File: config.mk
export PLATFORM = sky130hd
export DESIGN_NAME = pc_sequencer
export DESIGN_NICKNAME = d
export VERILOG_FILES = /design/src/rtl/pc_sequencer_pkg.sv /design/src/rtl/pc_sequencer_next_pc_calc.sv /design/src/rtl/pc_sequencer.sv
export SDC_FILE = /design/constraint.sdc
export NUM_CORES = 1
export LEC_CHECK = 0
export BUFFER_PORTS_ARGS = -buffer_cell sky130_fd_sc_hd__buf_4
export CORE_MARGIN = 2
export CORE_UTILIZATION = 49
export CTS_BUF_LIST = sky130_fd_sc_hd__clkbuf_8
export CTS_CLUSTER_DIAMETER = 150
export DETAILED_ROUTE_END_ITERATION = 6
export GPL_TIMING_DRIVEN = 0
export PLACE_DENSITY_LB_ADDON = 0.08
export SYNTH_ARGS = -nofsm -noshare
export SYNTH_HDL_FRONTEND = slang
export SYNTH_SLANG_ARGS = --single-unit
File: constraint.sdc
create_clock -name clk -period 3.3 [get_ports clk]
set_input_delay 0.165 -clock clk [delete_from_list [all_inputs] [get_ports clk]]
set_output_delay 0.165 -clock clk [all_outputs]
set_load 0.01 [all_outputs]
File: src/rtl/pc_sequencer_pkg.sv
// rtl/pc_sequencer_pkg.sv - shared state encoding, reset PC and instruction field positions
package pc_sequencer_pkg;

    typedef enum logic [1:0] {
        ST_FETCH  = 2'd0,
        ST_DECODE = 2'd1,
        ST_EXEC   = 2'd2,
        ST_HALTED = 2'd3
    } state_e;

    localparam logic [31:0] DEFAULT_RESET_PC = 32'h0000_0000;

    localparam int IMM_MSB    = 15;
    localparam int IMM_LSB    = 0;
    localparam int TGT_MSB    = 25;
    localparam int TGT_LSB    = 0;
    localparam int REGION_MSB = 31;
    localparam int REGION_LSB = 28;

    localparam int TGT_W = TGT_MSB - TGT_LSB + 1;

endpackage

File: src/rtl/pc_sequencer_next_pc_calc.sv
// rtl/pc_sequencer_next_pc_calc.sv - combinational next-PC selection (jr > jump > taken branch > pc+4)
module next_pc_calc
    import pc_sequencer_pkg::*;
(
    input  logic [31:0]      pc_i,
    input  logic [TGT_W-1:0] target_i,
    input  logic             branch_i,
    input  logic             z_flag_i,
    input  logic             jump_i,
    input  logic             jr_i,
    input  logic [31:0]      jr_target_i,
    output logic [31:0]      next_pc_o
);

    logic [31:0] pc_plus4;
    logic [31:0] br_offset;
    logic [31:0] br_target;
    logic [31:0] jmp_target;
    logic [31:0] jr_aligned;
    logic [15:0] imm;

    assign imm        = target_i[IMM_MSB:IMM_LSB];
    assign pc_plus4   = pc_i + 32'd4;
    assign br_offset  = {{14{imm[15]}}, imm, 2'b00};
    assign br_target  = pc_plus4 + br_offset;
    assign jmp_target = {pc_plus4[REGION_MSB:REGION_LSB], target_i, 2'b00};
    // Masking keeps every jr_target bit in the expression; the low two bits are dropped silently.
    assign jr_aligned = jr_target_i & 32'hFFFF_FFFC;

    always_comb begin
        next_pc_o = pc_plus4;
        if (jr_i) begin
            next_pc_o = jr_aligned;
        end else if (jump_i) begin
            next_pc_o = jmp_target;
        end else if (branch_i && z_flag_i) begin
            next_pc_o = br_target;
        end
    end

endmodule

File: src/rtl/pc_sequencer.sv
// rtl/pc_sequencer.sv - fetch/decode/exec program counter sequencer with registered outputs
module pc_sequencer
    import pc_sequencer_pkg::*;
#(
    parameter logic [31:0] RESET_PC = DEFAULT_RESET_PC
) (
    input  logic        clk,
    input  logic        rst_n,
    output logic        imem_req,
    output logic [31:0] imem_addr,
    input  logic        imem_ready,
    input  logic [31:0] imem_rdata,
    output logic [31:0] instr,
    output logic        instr_valid,
    input  logic        exec_done,
    input  logic        branch,
    input  logic        z_flag,
    input  logic        jump,
    input  logic        jr,
    input  logic [31:0] jr_target,
    input  logic        halt,
    output logic [31:0] pc,
    output logic [31:0] retired,
    output logic        halted
);

    state_e      state_q, state_d;
    logic [31:0] pc_q, pc_d;
    logic [31:0] instr_q, instr_d;
    logic [31:0] retired_q, retired_d;
    logic        imem_req_q, imem_req_d;
    logic        instr_valid_q, instr_valid_d;
    logic        halted_q, halted_d;
    logic [31:0] next_pc;
    logic        fetch_accept;
    logic        retire;

    // A fetch completes only while the request is actually being driven.
    assign fetch_accept = (state_q == ST_FETCH) && imem_req_q && imem_ready;
    assign retire       = (state_q == ST_EXEC) && exec_done;

    next_pc_calc u_next_pc_calc (
        .pc_i        (pc_q),
        .target_i    (instr_q[TGT_MSB:TGT_LSB]),
        .branch_i    (branch),
        .z_flag_i    (z_flag),
        .jump_i      (jump),
        .jr_i        (jr),
        .jr_target_i (jr_target),
        .next_pc_o   (next_pc)
    );

    always_ff @(posedge clk) begin
        if (!rst_n) begin
            state_q <= ST_FETCH;
        end else begin
            state_q <= state_d;
        end
    end

    always_comb begin
        state_d = state_q;
        case (state_q)
            ST_FETCH:  if (fetch_accept) state_d = ST_DECODE;
            ST_DECODE: state_d = ST_EXEC;
            ST_EXEC:   if (exec_done) state_d = halt ? ST_HALTED : ST_FETCH;
            ST_HALTED: state_d = ST_HALTED;
            default:   state_d = ST_FETCH;
        endcase
    end

    // Outputs are registered from the upcoming state so each one is valid for the whole cycle.
    always_comb begin
        imem_req_d    = (state_d == ST_FETCH);
        instr_valid_d = (state_d == ST_DECODE);
        halted_d      = (state_d == ST_HALTED);
        instr_d       = fetch_accept ? imem_rdata : instr_q;
        pc_d          = retire ? next_pc : pc_q;
        retired_d     = retire ? (retired_q + 32'd1) : retired_q;
    end

    always_ff @(posedge clk) begin
        if (!rst_n) begin
            pc_q          <= RESET_PC;
            instr_q       <= 32'd0;
            retired_q     <= 32'd0;
            imem_req_q    <= 1'b0;
            instr_valid_q <= 1'b0;
            halted_q      <= 1'b0;
        end else begin
            pc_q          <= pc_d;
            instr_q       <= instr_d;
            retired_q     <= retired_d;
            imem_req_q    <= imem_req_d;
            instr_valid_q <= instr_valid_d;
            halted_q      <= halted_d;
        end
    end

    assign imem_req    = imem_req_q;
    assign imem_addr   = pc_q;
    assign instr       = instr_q;
    assign instr_valid = instr_valid_q;
    assign pc          = pc_q;
    assign retired     = retired_q;
    assign halted      = halted_q;

endmodule
### Word level (Yosys, flattened, before mapping)

Cells that the tools add are included.

| cells by class | value |
|---|---|
| $add $sub $neg | 3 |
| equality and inequality tests | 5 |
| multiplexer cells | 7 |
| reduce and logical (&&, ||, !) cells | 6 |

Operators with widths:

| cell | number |
|---|---|
| 32-bit 2-to-1 mux | 3 |
| 32-bit by 1-bit adder with 32-bit output (second input constant) | 1 |
| 32-bit by 3-bit adder with 32-bit output (second input constant) | 1 |
| 32-bit adder | 1 |
| 2-bit case mux with 4 select lines | 1 |
| 2-bit == test (second input constant) | 3 |
| 2-bit 2-to-1 mux | 3 |
| 2-bit by 1-bit == test with 1-bit output (second input constant) | 2 |
| 1-bit logical AND | 4 |
| 2-bit logical NOT | 2 |

| word-level totals | value |
|---|---|
| register bits | 101 |
| output and inout port bits | 131 |

### Logic depth before layout (Yosys ltp)

Gate-level depths: netlist of run 1.

| logic depth | value |
|---|---|
| depth in word-level cells | 6 |
| depth in mapped cells | 17 |
| depth with buffers taken out | 16 |

### Cells and area by module

A second synthesis of run 1 with hierarchy kept.

| second synthesis, totals | value |
|---|---|
| cells, all modules | 947 |
| area total of the unflattened synthesis | 7049.3 sq um |

Modules (own cells, without submodules):

| module | instances | cells each | area each (sq um) | seq. area each (sq um) |
|---|---|---|---|---|
| pc_sequencer | 1 | 505 | 4115.2 | 2021.9 |
| next_pc_calc | 1 | 442 | 2934.1 | 0.0 |

### Worst setup path before layout of run 1

No wires, ideal clock.

| timing path | value |
|---|---|
| path kind | register -> register |
| from | reg pc_q[2] (netlist: imem_addr[2]) |
| to | reg pc_q[28] (netlist: imem_addr[28]) |
| library setup time | 0.117 ns |
| arrival | 3.256 ns |
| data required time | 3.183 ns |
| slack | -0.073 ns |
| cell stages (with the launch flop) | 16 |
| buffers on the path | 0 |
| path through | dfxtp_1 > ha_1 > and3_1 > nand2_1 > inv_1 > and3_1 > xor2_1 > ha_1 > nand4_1 > or4_1 > and3_4 > o31a_1 > o31ai_2 > a31oi_1 > mux2i_1 > nand2_1 |

| between the ends | value |
|---|---|
| longest elaborated chain between the ends | 5 |

Ends and longest elaborated chain:

| element | line | RTL |
|---|---|---|
| from (decl) | pc_sequencer.sv:28 | `logic [31:0] pc_q, pc_d;` |
| from (signal assigned) | pc_sequencer.sv:91 | `pc_q <= pc_d;` |
| 32-bit by 3-bit adder with 32-bit output (*) | pc_sequencer_next_pc_calc.sv:23 | `assign pc_plus4 = pc_i + 32'd4;` |
| 32-bit adder | pc_sequencer_next_pc_calc.sv:25 | `assign br_target = pc_plus4 + br_offset;` |
| 32-bit 2-to-1 mux | pc_sequencer_next_pc_calc.sv:36 | `end else if (branch_i && z_flag_i) begin` |
| 32-bit 2-to-1 mux (*) | pc_sequencer_next_pc_calc.sv:34 | `end else if (jump_i) begin` |
| 32-bit 2-to-1 mux (*) | pc_sequencer_next_pc_calc.sv:32 | `if (jr_i) begin` |

Mark *: on every way between the ends. The rest lies on a longest branch, timed or not.
A chain may end at the register's enable or synchronous reset.

### Final worst setup path of run 1

Same ends and word-level chain as after synthesis.

==> results.py, run 1 <==
metrics = {
    "run_status": {
        "status": "finished with violations",
        "violations": "negative setup slack",
    },
    "setup_path": {
        "crit_type": "reg -> reg",
        "cp_slowest_cell": "or4_4",
        "arrival_ps": 3950,
        "r2r_cells": 15,
        "worstSetupEndpointType": "flip-flop",
        "path_cells": "buf_6, nand4_1, nor2_4, buf_4, and4_4, xor2_4, ha_4, nand3_1, or4_4, and3_4, o31a_1, o31ai_2, a31oi_1, mux2i_1, nand2_1",
        "crit_fanout": 4,
        "worstSetupStartpointType": "flip-flop",
        "required_ps": 3610,
        "cpPeakStageDelay_ps": 540,
    },
    "routing": {
        "ant_nets": 0,
        "routed_wl_mm": 25.9,
        "route.detailed.wl_per_inst_um": 19.3,
        "firstDrtPassIters": 6,
        "dr_total_vias": 7703,
        "drcViolationCount": 0,
        "vias_per_cell": 5.74,
        "detail_route.iter0.violations": 689,
    },
    "power_and_ir_drop": {
        "pwr-share-seq_pct": 47.9,
        "p_sw_mw": 0.879,
        "p_comb_share_pct": 20.4,
        "powerDensity_mw_per_mm2": 276,
        "ir_worst_vdd_v": 0.000243,
        "sw_frac_of_total_pct": 32.9,
        "p_int_mw": 1.79,
        "total_power_mw": 2.67,
        "p_leak_nw": 4.33,
        "power_frac_clock_pct": 31.7,
    },
    "clock_tree": {
        "numClockSinks": 99,
        "clk_pin_slew_ps": 110,
        "root_buffer": "clkbuf_8",
        "cts_buffer_depth": 2,
        "htree_levels": 3,
        "clkLatencyLatePin_ps": 410,
        "cts_buffers": 9,
        "cts_tree": "done",
    },
    "finish": {
        "seqCellArea_sq_mm": 0.00202,
        "fillCellCount": 1221,
        "final_cells": 1343,
        "final_common_cell": "buf_4",
        "final_cell_mix": "263 x buf_4, 150 x nand2_1, 84 x dfxtp_1",
        "num-nets-final": 1270,
        "multi_input_area_sq_mm": 0.00495,
        "areaGrowthSynthToFinish_pct": 39.0,
        "drive_above_1_share_pct": 32.6,
        "diodes": 0,
    },
    "timing": {
        "setup_ws_ps": -341,
        "slew_headroom_pct": 20.9,
        "drv_slew": 0,
        "max_freq_mhz": 275,
        "skew_ps": 13.2,
        "fin_crit_sh_pct": 110,
        "fin_crit_ps": 3640,
        "rsz0062_at_grt": "true",
        "hold_viol": 0,
        "setup-violations-final": 16,
        "worstMarginPinSlew_ps": 1190,
    },
    "synthesis": {
        "yosysUniqueCellTypes": 59,
        "syn_area_sq_mm": 0.00697,
        "syn_area_per_cell_sq_um": 7.65,
        "syn_inst": 911,
        "ys_seq_area_share_pct": 28.4,
        "ys_ff_latch": 99,
        "synth_warnings": 0,
        "synth-edff-count": 0,
        "async_reset_ff_share_pct": 0,
        "ys.flop_type": "dfxtp_1",
    },
    "run": {
        "cap_violations": 0,
    },
    "placed_design": {
        "dp_hpwl_mm": 18.7,
        "place_ws_ps": -685,
        "dp_cells": 1290,
        "routabilityCongestion": 1.00,
        "port_buffers": 196,
    },
    "floorplanning": {
        "core_sq_mm": 0.0139,
        "initial_core_util_pct": 50.2,
        "rows": 43,
        "die-area_sq_mm": 0.0152,
        "dieWidth_um": 123,
        "pin_count": 204,
        "dieHeight_um": 123,
    },
    "global_route": {
        "grt_pass1_vias": 7058,
        "grt_pass1_wl_mm": 38.8,
        "antenna_found_initial": 0,
        "grt.total_usage_pct": 33.8,
        "grt_max_degree": 24,
        "gr-total-overflow": 0,
    },
    "min_path": {
        "hold_class": "in -> reg",
        "hold_depth": 3,
    },
}
## flip-flops by register name, summed over array words and instances, names as in the netlist
signal	count
halted	1
imem_addr	30
imem_req	1
instr	32
instr_valid	1
retired	32
state_q	2
## path summary, 6_finish.rpt
check / from / endpoint / slack [ps]
worst max-delay path: imem_addr[2]$_SDFFE_PN0P_ / imem_addr[28]$_SDFFE_PN0P_ / -340
worst min-delay path: imem_rdata[20] / instr[20]$_SDFFE_PN0P_ / 3
worst max register to register: imem_addr[2]$_SDFFE_PN0P_ / imem_addr[28]$_SDFFE_PN0P_ / -340
worst min register to register: instr[27]$_SDFFE_PN0P_ / instr[27]$_SDFFE_PN0P_ / 480
## power groups by stage
stage                     registers, mW  clock network (mW)  logic, mW
after floorplan                    1.31                   0      0.254
after global placement             1.31                   0      0.494
after detailed placement           1.31                   0      0.495
after CTS                          1.28               0.850      0.522
after global routing               1.28               0.894      0.590
final                              1.28               0.848      0.546
## metal layers
| layer | part of all wire, % | vias up | track usage [%] |
|---|---|---|---|
| li1 | - | 3686 | - |
| met1 | 40 | 3552 | 43.3 |
| met2 | 47 | 391 | 54.7 |
| met3 | 9.2 | 74 | 7.15 |
| met4 | 3.8 | 0 | 14.7 |
| met5 | 0 | - | 0 |
## critical path, delay by kind of cell, from the launching register on
kind	cells	cell delay [ps]
xor+xnor	1	100
simple gates	7	1630
flops	1	400
fa+ha+maj	1	280
buf+inv	2	250
compound gates	3	710
mux	1	170
## area by class of cell
type,count,share of cell area (%)
Multi-Input combinational cell,716,51.1
Tap cell,180,2.32
Sequential cell,99,20.9
Timing Repair Buffer,235,18.5
Buffer,77,4.30
Clock inverter,6,0.697
Clock buffer,10,1.42
Inverter,20,0.775
## metrics by stage
step                      hold WS, ps  TNS, ps  utilization (%)  instance area, sq um
after global routing             12.4    -4580             69.8                  9690
after global placement            425    -7600             62.5                  8680
after floorplan                   310        0                -                  6980
after detailed placement          435    -7770             62.5                  8680
after CTS                        1.83     -861             68.0                  9440
final                            2.70    -2470             69.8                  9690
## timing repair
item                                    in CTS  in global routing
resized for setup                           88                 42
hold endpoints to repair                     1                  0
endpoints found under the setup margin      19                 20
pin swaps                                   45                 30
hold buffers                                 1                  0
buffers inserted                            30                  8
gates cloned                                 0                  0
## synth_stat cells, types with 12 or more instances
library cell	instances	share of area, %
nand2_1	154	8.3
xor2_1	24	3.0
nor2_1	45	2.4
o21ai_0	50	3.6
a21boi_0	44	4.7
inv_1	19	1.0
xnor2_1	51	6.4
a21o_1	13	1.4
and3_1	17	1.5
ha_1	38	6.8
buf_4	34	3.7
o211ai_1	21	2.3
clkbuf_1	43	2.3
dfxtp_1	99	28
a21oi_1	53	3.8
a211oi_1	12	1.3
nand4_1	21	1.9
nand3_1	34	2.4
and2_1	32	2.9
## cell families (layout without fill, tap and decap cells)
kind of cell             Yosys count  in the layout  synth area share, %
AND/OR/NAND/NOR                  346            346                 23.6
AO/OA/AOI/OAI                    249            249                 23.8
flip-flops                        99             99                 28.4
buffers and inverters             99            348                 7.17
XOR/XNOR                          75             75                 9.43
adder cells (fa/ha/maj)           39             39                 7.11
multiplexers                       3              3                0.431
other                              1              4               0.0538
(Power assumes the default switching activity.)
==> inputs of run 2 (changes only) <==
Settings changed: CORE_UTILIZATION 49 to 50.
Clock period 3.3 ns to 3.8 ns, I/O delays scaled along.
==> run 2 against run 1 <==
The run ends with design-rule violations left. Combinational power shrank 18%. Clock skew down 1.1 ps. Final cell count decreased by 1.6%. Via count shrank 0.64%. Sequential share of layout area increased by 1.1 points. Routed wire length fell by 4.1%. Worst setup slack gained 470 ps. Global-route usage down 1.0 points. Sequential power shrank 13%. Register-to-register slack gained 470 ps. Non-clock buffer count is 20 lower. Critical path type unchanged. Critical endpoint is now imem_addr[31]$_SDFFE_PN0P_. Largest cell class unchanged.
==> results.py, run 2 (synthesis results as in run 1) <==
metrics = {
    "run_status": {
        "status": "finished with violations",
        "violations": "design-rule violations",
    },
    "clock_tree": {
        "htree_levels": 3,
        "root_buffer": "clkbuf_8",
        "cts_tree": "done",
        "cts_buffer_depth": 2,
        "clk_pin_slew_ps": 110,
        "numClockSinks": 99,
        "cts_buffers": 9,
        "clkLatencyLatePin_ps": 400,
    },
    "routing": {
        "route.detailed.wl_per_inst_um": 18.8,
        "ant_nets": 0,
        "detail_route.iter0.violations": 766,
        "drcViolationCount": 8,
        "dr_total_vias": 7654,
        "firstDrtPassIters": 7,
        "routed_wl_mm": 24.8,
        "vias_per_cell": 5.79,
    },
    "floorplanning": {
        "rows": 43,
        "dieHeight_um": 122,
        "initial_core_util_pct": 50.8,
        "dieWidth_um": 122,
        "die-area_sq_mm": 0.0149,
        "pin_count": 204,
        "core_sq_mm": 0.0137,
    },
    "placed_design": {
        "dp_cells": 1290,
        "dp_hpwl_mm": 18.5,
        "port_buffers": 196,
        "routabilityCongestion": 1.01,
    },
    "setup_path": {
        "crit_type": "reg -> reg",
        "required_ps": 4060,
        "arrival_ps": 3930,
        "worstSetupEndpointType": "flip-flop",
        "crit_fanout": 7,
        "worstSetupStartpointType": "flip-flop",
    },
    "global_route": {
        "grt_pass1_wl_mm": 37.3,
        "gr-total-overflow": 0,
        "antenna_found_initial": 0,
        "grt_max_degree": 24,
        "top_usage_layer": "met2",
        "use_met1_pct": 42.5,
        "grt.total_usage_pct": 32.7,
        "globalRouteMet3Util_pct": 5.38,
        "grt_util_met2_pct": 53.1,
        "grt_pass1_vias": 7124,
    },
    "power_and_ir_drop": {
        "p_comb_share_pct": 19.4,
        "p_int_mw": 1.58,
        "sw_frac_of_total_pct": 31.5,
        "pwr-share-seq_pct": 48.1,
        "powerDensity_mw_per_mm2": 251,
        "ir_worst_vdd_v": 0.000162,
        "p_leak_nw": 4.10,
        "power_frac_clock_pct": 32.4,
        "p_sw_mw": 0.726,
    },
    "timing": {
        "setup-violations-final": 0,
        "max_freq_mhz": 272,
        "hold_viol": 0,
        "fin_crit_ps": 3670,
        "fin_crit_sh_pct": 96.6,
        "skew_ps": 12.2,
        "worstMarginPinSlew_ps": 1210,
        "slew_headroom_pct": 19.2,
        "drv_slew": 0,
    },
    "finish": {
        "diodes": 0,
        "num-nets-final": 1250,
        "postLayoutCoreUtil_pct": 67.0,
        "final_cell_mix": "248 x buf_4, 154 x nand2_1, 84 x dfxtp_1",
        "final_common_cell": "buf_4",
        "areaGrowthSynthToFinish_pct": 32.0,
        "final_cells": 1322,
        "seqCellArea_sq_mm": 0.00202,
        "drive_above_1_share_pct": 27.1,
        "fillCellCount": 1280,
        "multi_input_area_sq_mm": 0.00465,
    },
    "run": {
        "cap_violations": 0,
    },
    "min_path": {
        "hold_class": "in -> reg",
    },
}
run 2: cell types whose count changed in the layout (fill, tap and decap cells not counted), moves of 5 or more:
cell | previous run | this run
a21oi_1 | 44 | 52
o21ai_1 | 10 | 3
xnor2_2 | 11 | 4
buf_4 | 263 | 248
ha_1 | 29 | 34
xnor2_1 | 40 | 47
o21ai_0 | 38 | 49
a21oi_2 | 8 | 1
run 2: area by class of cell:
class                           count  share of cell area (%)
Sequential cell                    99                    21.9
Buffer                             78                    4.57
Clock inverter                      6                   0.884
Inverter                           20                   0.816
Timing Repair Buffer              214                    17.5
Clock buffer                        9                    1.35
Multi-Input combinational cell    716                    50.6
Tap cell                          180                    2.45
run 2: what timing repair did:
item | in CTS | in global routing
resized for setup | 14 | 38
hold buffers | 0 | 0
setup buffers | 5 | 13
endpoints found under the setup margin | 15 | 15
pin swaps | 4 | 15
run 2: metrics by stage:
stage / power [mW] / hold slack, ps / instance area [sq um] / worst slack [ps] / TNS (ps)
global placement: 1.56 / 454 / 8670 / -332 / -2380
finish: 2.31 / 39.8 / 9200 / 130 / 0
floorplan: 1.36 / 335 / 6980 / 427 / 0
global route: 2.40 / 34.3 / 9200 / -56.9 / -72.6
CTS: 2.30 / 32.3 / 8950 / 4.75 / 0
detailed placement: 1.56 / 461 / 8670 / -355 / -2640
run 2: path summary, 6_finish.rpt:
check	slack (ps)	depth (start not counted)	to	start
setup / recovery	130	15	imem_addr[31]$_SDFFE_PN0P_	imem_addr[5]$_SDFFE_PN0P_
hold / removal	40	3	instr[31]$_SDFFE_PN0P_	imem_rdata[31]
setup reg to reg	130	15	imem_addr[31]$_SDFFE_PN0P_	imem_addr[5]$_SDFFE_PN0P_
hold reg to reg	480	2	instr[31]$_SDFFE_PN0P_	instr[31]$_SDFFE_PN0P_
run 2: power by group through the flow:
| stage | Clock, mW | Sequential, mW | Combinational, mW |
|---|---|---|---|
| finish | 0.749 | 1.11 | 0.448 |
| global route | 0.796 | 1.12 | 0.484 |
| CTS | 0.759 | 1.11 | 0.433 |
| detailed placement | 0 | 1.13 | 0.429 |
| global placement | 0 | 1.13 | 0.426 |
| floorplan | 0 | 1.14 | 0.220 |
run 2: critical path, stage by stage (launching register included):
cell and delay (ps):
dfxtp_2 440, nand4_1 260, nor2_4 250, nand2_1 190, nor2_2 170, xor2_2 270
ha_4 200, nand2_1 110, nor2_1 140, o221ai_1 170, a211oi_2 300, o21ai_2 140
o311a_1 390, xnor2_2 150, a21boi_0 280, o31ai_1 90
run 2: per-layer routing:
metal	share of wire, %	up-vias
li1	-	3651
met1	42	3539
met2	45	381
met3	9.0	83
met4	4.5	0
met5	0	-
